**src/rtl/serial_word_framer.sv**
```systemverilog
// serial_word_framer: hunts for a sync pattern in a gated serial bit stream, then
// deserializes a fixed number of MSB-first words per frame into a show-ahead FIFO.
module serial_word_framer #(
    parameter int        WORD_W          = 8,
    parameter int        SYNC_W          = 8,
    parameter bit [31:0] SYNC_PAT        = 32'hA5,
    parameter int        WORDS_PER_FRAME = 4,
    parameter int        FIFO_DEPTH      = 4
) (
    input  logic              clk,
    input  logic              rst_n,
    input  logic              bit_in,
    input  logic              bit_en,
    output logic [WORD_W-1:0] word_out,
    output logic              word_sof,
    output logic              word_valid,
    input  logic              word_ready,
    output logic              in_sync,
    output logic              overflow
);

    localparam int BCW = $clog2(WORD_W);
    localparam int HCW = $clog2(SYNC_W + 1);
    localparam int WCW = (WORDS_PER_FRAME > 1) ? $clog2(WORDS_PER_FRAME) : 1;
    localparam int PW  = $clog2(FIFO_DEPTH);
    localparam int CW  = $clog2(FIFO_DEPTH + 1);

    localparam logic [SYNC_W-1:0] LP_PAT       = SYNC_PAT[SYNC_W-1:0];
    localparam logic [BCW-1:0]    LP_BIT_LAST  = BCW'(WORD_W - 1);
    localparam logic [HCW-1:0]    LP_HUNT_SAT  = HCW'(SYNC_W);
    localparam logic [HCW-1:0]    LP_HUNT_PRE  = HCW'(SYNC_W - 1);
    localparam logic [WCW-1:0]    LP_WORD_LAST = WCW'(WORDS_PER_FRAME - 1);
    localparam logic [CW-1:0]     LP_FULL      = CW'(FIFO_DEPTH);

    typedef enum logic {
        ST_HUNT    = 1'b0,
        ST_COLLECT = 1'b1
    } state_t;

    state_t            r_state;
    logic [SYNC_W-1:0] r_sr;
    logic [HCW-1:0]    r_hunt_cnt;
    logic [WORD_W-1:0] r_acc;
    logic [BCW-1:0]    r_bit_cnt;
    logic [WCW-1:0]    r_word_cnt;
    logic              r_overflow;

    logic [WORD_W-1:0]     r_mem [FIFO_DEPTH];
    logic [FIFO_DEPTH-1:0] r_sof_mem;
    logic [PW-1:0]         r_wr_ptr;
    logic [PW-1:0]         r_rd_ptr;
    logic [CW-1:0]         r_count;

    logic [SYNC_W-1:0] w_sr_next;
    logic [WORD_W-1:0] w_word;
    logic              w_sync_hit;
    logic              w_word_done;
    logic              w_valid;
    logic              w_full;
    logic              w_pop;
    logic              w_push;
    logic              w_drop;

    assign w_sr_next   = {r_sr[SYNC_W-2:0], bit_in};
    assign w_word      = {r_acc[WORD_W-2:0], bit_in};
    // The bit count gate keeps the reset value of sr from matching an all-zero pattern early.
    assign w_sync_hit  = (w_sr_next == LP_PAT) && (r_hunt_cnt >= LP_HUNT_PRE);
    assign w_word_done = (r_state == ST_COLLECT) && bit_en && (r_bit_cnt == LP_BIT_LAST);
    assign w_valid     = (r_count != '0);
    assign w_full      = (r_count == LP_FULL);
    assign w_pop       = w_valid && word_ready;
    assign w_push      = w_word_done && (!w_full || w_pop);
    assign w_drop      = w_word_done && w_full && !w_pop;

    always_ff @(posedge clk) begin
        if (!rst_n) begin
            r_state    <= ST_HUNT;
            r_sr       <= '0;
            r_hunt_cnt <= '0;
            r_acc      <= '0;
            r_bit_cnt  <= '0;
            r_word_cnt <= '0;
            r_overflow <= 1'b0;
        end else begin
            r_overflow <= w_drop;
            case (r_state)
                ST_HUNT: begin
                    if (bit_en) begin
                        r_sr <= w_sr_next;
                        if (r_hunt_cnt != LP_HUNT_SAT) begin
                            r_hunt_cnt <= r_hunt_cnt + 1'b1;
                        end
                        if (w_sync_hit) begin
                            r_state    <= ST_COLLECT;
                            r_bit_cnt  <= '0;
                            r_word_cnt <= '0;
                        end
                    end
                end
                ST_COLLECT: begin
                    if (bit_en) begin
                        r_acc <= w_word;
                        if (r_bit_cnt == LP_BIT_LAST) begin
                            r_bit_cnt  <= '0;
                            r_word_cnt <= r_word_cnt + 1'b1;
                            // Frame end or a dropped word both force a full re-hunt.
                            if (w_drop || (r_word_cnt == LP_WORD_LAST)) begin
                                r_state    <= ST_HUNT;
                                r_sr       <= '0;
                                r_hunt_cnt <= '0;
                            end
                        end else begin
                            r_bit_cnt <= r_bit_cnt + 1'b1;
                        end
                    end
                end
                default: r_state <= ST_HUNT;
            endcase
        end
    end

    always_ff @(posedge clk) begin
        if (rst_n && w_push) begin
            r_mem[r_wr_ptr]     <= w_word;
            r_sof_mem[r_wr_ptr] <= (r_word_cnt == '0);
        end
    end

    always_ff @(posedge clk) begin
        if (!rst_n) begin
            r_wr_ptr <= '0;
            r_rd_ptr <= '0;
            r_count  <= '0;
        end else begin
            if (w_push) begin
                r_wr_ptr <= r_wr_ptr + 1'b1;
            end
            if (w_pop) begin
                r_rd_ptr <= r_rd_ptr + 1'b1;
            end
            case ({w_push, w_pop})
                2'b10:   r_count <= r_count + 1'b1;
                2'b01:   r_count <= r_count - 1'b1;
                default: r_count <= r_count;
            endcase
        end
    end

    assign word_valid = w_valid;
    assign word_out   = w_valid ? r_mem[r_rd_ptr] : '0;
    assign word_sof   = w_valid && r_sof_mem[r_rd_ptr];
    assign in_sync    = (r_state == ST_COLLECT);
    assign overflow   = r_overflow;

endmodule

```
**config.mk**
```make
export PLATFORM = sky130hd
export DESIGN_NAME = serial_word_framer
export DESIGN_NICKNAME = d
export VERILOG_FILES = /design/src/rtl/serial_word_framer.sv
export SDC_FILE = /design/constraint.sdc
export NUM_CORES = 1
export LEC_CHECK = 0
export ABC_CLOCK_PERIOD_IN_PS = 2000
export BUFFER_PORTS_ARGS = -buffer_cell sky130_fd_sc_hd__buf_2
export CORE_ASPECT_RATIO = 0.75
export CORE_MARGIN = 1
export CORE_UTILIZATION = 52
export DETAILED_ROUTE_END_ITERATION = 16
export GPL_TIMING_DRIVEN = 0
export HOLD_SLACK_MARGIN = 0.06
export PLACE_DENSITY = 0.71
export SYNTH_ARGS = -nofsm -noshare
export SYNTH_HDL_FRONTEND = slang
export SYNTH_SLANG_ARGS = --single-unit
```
**constraint.sdc**
```tcl
create_clock -name clk -period 2 [get_ports clk]
set_input_delay 0.1 -clock clk [delete_from_list [all_inputs] [get_ports clk]]
set_output_delay 0.1 -clock clk [all_outputs]
set_load 0.01 [all_outputs]
```
==> reports/metrics.cfg, run 1 <==
[status]
outcome=complete, no violations

[detailed_routing]
drc=0
via_per_inst=5.47
vias=1872
drt-pass1-iter-count=4
detail-route-antenna-nets=0
wirelength_mm=5.56
drt_iter0_drc=101
wire_per_inst_um=16.2

[placement]
dp_hpwl_mm=3.71
portBuffers=15
place_area_um2=3150
preCtsSetupSlack_ns=-0.176
gp_congestion=0.702

[timing]
slew_viol_final=0
setup_viol_count_final=0
holdWs_ns=0.115
fin_skew_ns=0.00770
hold_viol=0
fin_crit_ns=1.88
fin_ws_ns=0.118
timing.fmax_mhz=531
tightest_slew_ns=0.720
finalCritPeriodShare_pct=94.1
slew_headroom_pct=51.7

[cts]
numCtsBuffers=9
cts-root-buf=clkbuf_8
cts_max_level=3
cts_max_path_buffers=2
clkTransAtPathRegs_ns=0.07
cts_sinks=70
cts_tree=built
clock_latency_ns=0.35

[worst_setup_path]
cp_max_fo=4
cp-start-kind=register
worstSetupPathType=reg -> reg
critPathArrivalTime_ns=2.17
cp.required_ns=2.29
crit_path_start=r_bit_cnt[0]
r2r-start=r_bit_cnt[0]
end_kind=register

[floorplan]
fp.dieArea_um2=6030
die_y_um=67.5
die_w_um=89.4
core-area_um2=5440
pin_count=17
start_util_pct=54.7
row_count=23

[global_routing]
grt_max_degree=13
track_usage_pct=21.2
grt-ovfl-total=0
grt_pass1_wl_mm=8.90
antenna_found_initial=0
first_global_vias=1809

[synthesis]
synth-edff-count=36
ys_seq_elements=70
synthFlopType=edfxtp_1
syn_area_um2=2980
synth_nets=251
synth_cell_type_count=41
ys_warn_count=0
async_flop_share_pct=0
seq_area_frac_synth_pct=59.2
syn_inst=235
syn_area_per_cell_um2=12.7

[power]
ir_drop_mv=0.440
p_leak_uw=0.00119
power_density_nw_per_um2=821

[run]
cap_violations=0

[final_layout]
finalInstanceArea_um2=3400
final_layout_size_suffix_gt1_share_pct=20.2
area_delta_synth_final_pct=14.3
num_antenna_cells=0
final_nets=278

[min_path]
hp-start=bit_en
hold_class=in -> reg

## through the flow
step	util (%)	total power (uW)	setup TNS (ns)	cells
2_1_floorplan	-	1570	0	235
3_3_place_gp	57.8	1590	-5.44	325
3_5_place_dp	57.8	1590	-5.96	325
4_1_cts	62.3	2810	0	342
5_1_grt	62.5	2890	-0.00692	342
6_report	62.5	2790	0	342
## cells in the final DEF (no fill, tap or decap), types with 2 or more instances in the layout
cell type,Yosys,final
mux4_2,9,9
clkbuf_8,0,9
and2_1,4,4
buf_2,2,16
a21boi_1,3,3
a21boi_0,12,12
clkinv_4,0,2
ha_1,10,9
dfxtp_1,34,34
nor2_1,7,6
or4b_1,2,2
and3_2,1,5
bufinv_16,0,2
inv_1,12,12
mux2i_1,3,3
o21ai_0,10,10
xnor2_1,3,3
nor2b_1,16,16
nand2_1,26,25
edfxtp_1,36,36
nor3_1,3,2
a22oi_1,7,7
clkbuf_1,5,6
a21oi_1,3,3
nand2b_1,3,3
## what timing repair did
action	CTS	global route
hold buffers	1	0
gates resized for setup	7	4
setup endpoints to repair	46	8
endpoints found under the hold margin	4	0
setup buffers	0	0
## metal layers
layer	up-vias	GRT usage (%)	share of wire, %
met1	919	28.0	48
li1	909	-	-
met4	0	6.15	0.74
met3	4	8.80	4.2
met2	40	32.3	47
met5	-	0	0
## registers in the layout, indices dropped and copies added (netlist names), named ones only
| signal | count |
|---|---|
| r_mem | 32 |
| r_acc | 7 |
| r_sr | 7 |
| r_hunt_cnt | 4 |
| r_sof_mem | 4 |
| r_bit_cnt | 3 |
| r_count | 3 |
| r_rd_ptr | 2 |
| r_word_cnt | 2 |
| r_wr_ptr | 2 |
| in_sync | 1 |
| overflow | 1 |
## synthesized netlist by cell type (all sizes together) (2+ instances only)
cell type | n | share of area (%)
o31a | 2 | 0.63
nand2 | 26 | 3.3
a21boi | 15 | 3.8
dfxtp | 34 | 23
xnor2 | 3 | 0.88
nor2 | 7 | 0.88
ha | 10 | 4.2
a22oi | 7 | 1.8
nand3 | 2 | 0.34
or4b | 2 | 0.67
mux4 | 9 | 6.8
clkbuf | 5 | 0.63
and2 | 4 | 0.84
nor3 | 3 | 0.50
inv | 12 | 1.5
edfxtp | 36 | 36
buf | 3 | 0.71
nor2b | 16 | 3.4
mux2i | 3 | 1.0
a21oi | 3 | 0.50
o21ai | 10 | 1.7
and3 | 6 | 1.3
nand2b | 3 | 0.63
## final cells by class
type	count	area [um2]
fill	418	2040
sequential	70	1760
multi-input combinational	145	1160
clock buffer	10	128
tap	75	93.8
clock inverter	6	86.3
timing repair buffer	16	85.1
inverter	12	45.0
buffer	8	42.5
## logic make-up after synthesis
group / after synthesis / share of synthesized area, %
xor gates and xnor gates: 3 / 0.883
DFF: 70 / 59.2
and+or+nand+nor: 75 / 13.9
AOI/OAI and AO/OA: 44 / 10.5
adders and majority gates: 11 / 4.88
buffers and inverters: 20 / 2.86
muxes: 12 / 7.82
## worst paths after layout
path	endpoint	slack [ns]	depth (start not counted)
worst max-delay path	r_count[2]	0.12	9
worst min-delay path	r_word_cnt[1]	0.11	3
worst max register to register	r_count[2]	0.12	9
worst min register to register	r_bit_cnt[0]	0.46	1
## power by group
part	leakage (uW)	switching, uW	internal, uW	total, uW
Sequential	0.000587	6.36	1500	1510
Clock	0.000108	532	700	1230
Combinational	0.000491	33.7	22.4	56.1
## critical path, cell delays in order, from the launching register on
cell	delay (ns)
dfxtp_1	0.33
ha_1	0.20
ha_2	0.20
nand3_4	0.10
nand2_2	0.07
fa_1	0.35
inv_1	0.08
nor3_1	0.05
a31oi_1	0.24
mux2i_1	0.20
Power figures use the tool's default switching activity.
==> run 2: changes to the inputs <==
--- a/config.mk
+++ b/config.mk
@@ -13,7 +13,7 @@
 export DETAILED_ROUTE_END_ITERATION = 16
 export GPL_TIMING_DRIVEN = 0
 export HOLD_SLACK_MARGIN = 0.06
-export PLACE_DENSITY = 0.71
+export PLACE_DENSITY_LB_ADDON = 0.25
 export SYNTH_ARGS = -nofsm -noshare
 export SYNTH_HDL_FRONTEND = slang
 export SYNTH_SLANG_ARGS = --single-unit
==> run 2 against run 1 <==
Effect of this change:
- critical path type unchanged
- clock skew is 0.0015 ns lower
- first-iteration DRC count is 5.0% higher
- non-clock buffer count is 1 lower
- clock power is 11% lower
- combinational power is 2% lower
- sequential share of layout area is 0.65 points higher
- hold slack worse by 0.048 ns
- worst setup slack hardly changed
- global-route usage is 0.34 points lower
- clock-buffer cell count stayed put
- via count is 0.32% higher
==> reports/metrics.cfg, run 2 (synthesis results as in run 1) <==
[floorplan]
die_y_um=67.5
row_count=23
core-area_um2=5440
fp.dieArea_um2=6030
start_util_pct=54.7
pin_count=17
die_w_um=89.4

[power]
p_leak_uw=0.00116
p_comb_share_pct=2.1
swShare_pct=21.4
power_density_nw_per_um2=792
pwr-share-seq_pct=56.5
ir_drop_mv=0.385
p_int_uw=2090
switchingPower_uw=571
clkPwrFrac_pct=41.4

[final_layout]
finalInstanceArea_um2=3360
final_nets=277
largestRegisters=r_mem (32), r_acc (7), r_sr (7)
regMostFlops=r_mem
final_util_pct=61.8
num_antenna_cells=0
area_delta_synth_final_pct=12.9
fin_cells=341
fill_cells=424
final_layout_size_suffix_gt1_share_pct=21.4
largest_reg_flops=32
mostFrequentLayoutCells=edfxtp_1 (36), dfxtp_1 (33), nand2_1 (26)
layout.cells.most_common=edfxtp_1

[cts]
cts_tree=built
clkTransAtPathRegs_ns=0.08
clock_latency_ns=0.34
postCtsSetupBuffers=0
cts-root-buf=clkbuf_8
numCtsBuffers=9
cts_max_level=3
cts_sinks=70
cts_max_path_buffers=2

[detailed_routing]
via_per_inst=5.51
detail-route-antenna-nets=0
drc=0
vias=1878
drt-pass1-iter-count=4
drt_iter0_drc=106
wire_per_inst_um=16.5
wirelength_mm=5.62

[timing]
tightest_slew_ns=0.701
slew_headroom_pct=53.0
fin_skew_ns=0.00616
fin_crit_ns=1.88
hold_viol=0
finalCritPeriodShare_pct=94.1
timing.fmax_mhz=531
tns_ns=0
slew_viol_final=0
setup_viol_count_final=0

[global_routing]
antenna_found_initial=0
use_met3_pct=6.97
busiest_layer=met1
grt-ovfl-total=0
global_route.usage.met2_pct=30.1
grt_max_degree=13
grt_pass1_wl_mm=8.91
met1_usage_pct=30.7
track_usage_pct=20.9
first_global_vias=1716

[worst_setup_path]
end_kind=register
cp-start-kind=register
cp.required_ns=2.02
cp_max_fo=9
reg2regPathDepth=5
worstSetupPathType=reg -> reg
critPathArrivalTime_ns=1.90

[placement]
gp_congestion=0.797
place_area_um2=3150
dp_hpwl_mm=3.86
post-place-cells=325
portBuffers=15

[min_path]
hold_class=in -> reg
whs_path_depth=1

[status]
outcome=complete, no violations

[run]
cap_violations=0

-- run 2: per-layer routing --
layer  up-vias  wire (um)
li1        907          -
met1       917       2710
met2        50       2560
met3         4        302
met4         0         42
met5         -          0
-- run 2: what timing repair did --
| action | 4_1_cts | 5_1_grt |
|---|---|---|
| endpoints found under the setup margin | 46 | 38 |
| pin swaps | 0 | 0 |
| gates cloned | 0 | 0 |
| endpoints found under the hold margin | 0 | 0 |
| resized for setup | 6 | 6 |
| hold buffers | 0 | 0 |
-- run 2: power groups by stage --
stage | clock (uW) | combinational, uW | sequential, uW
global route | 1180 | 61.6 | 1510
global placement | 0 | 52.3 | 1540
detailed placement | 0 | 55.1 | 1540
floorplan | 0 | 34.4 | 1540
CTS | 1120 | 54.9 | 1510
finish | 1100 | 55.1 | 1510
-- run 2: final cells by class --
type                       count  area (um2)  share of cell area (%)
buffer                         8        42.5                    1.27
clock buffer                  10         128                    3.80
multi-input combinational    145        1150                    34.3
inverter                      12        45.0                    1.34
sequential                    70        1760                    52.4
tap                           75        93.8                    2.79
clock inverter                 6        62.6                    1.86
timing repair buffer          15        75.1                    2.23
-- run 2: through the flow --
step	hold slack [ns]	worst slack, ns	total power (uW)
after floorplan	0.199	0.231	1570
after CTS	0.0600	0.00301	2680
after global placement	0.409	-0.180	1590
after global routing	0.0688	-0.0115	2750
final	0.0664	0.118	2660
after detailed placement	0.419	-0.210	1590
-- run 2: final timing paths --
kind / startpoint / to / slack [ns]
max: r_bit_cnt[0] / r_mem[1][3] / 0.12
min: bit_in / r_mem[1][0] / 0.07
max reg2reg: r_bit_cnt[0] / r_mem[1][3] / 0.12
min reg2reg: r_bit_cnt[0] / r_bit_cnt[0] / 0.46
-- run 2: critical path, stage by stage, from the launching register on --
cell and delay, ns:
dfxtp_2 0.36, ha_1 0.17, ha_2 0.22, nand3_2 0.12, nor2_2 0.29, and3_2 0.40
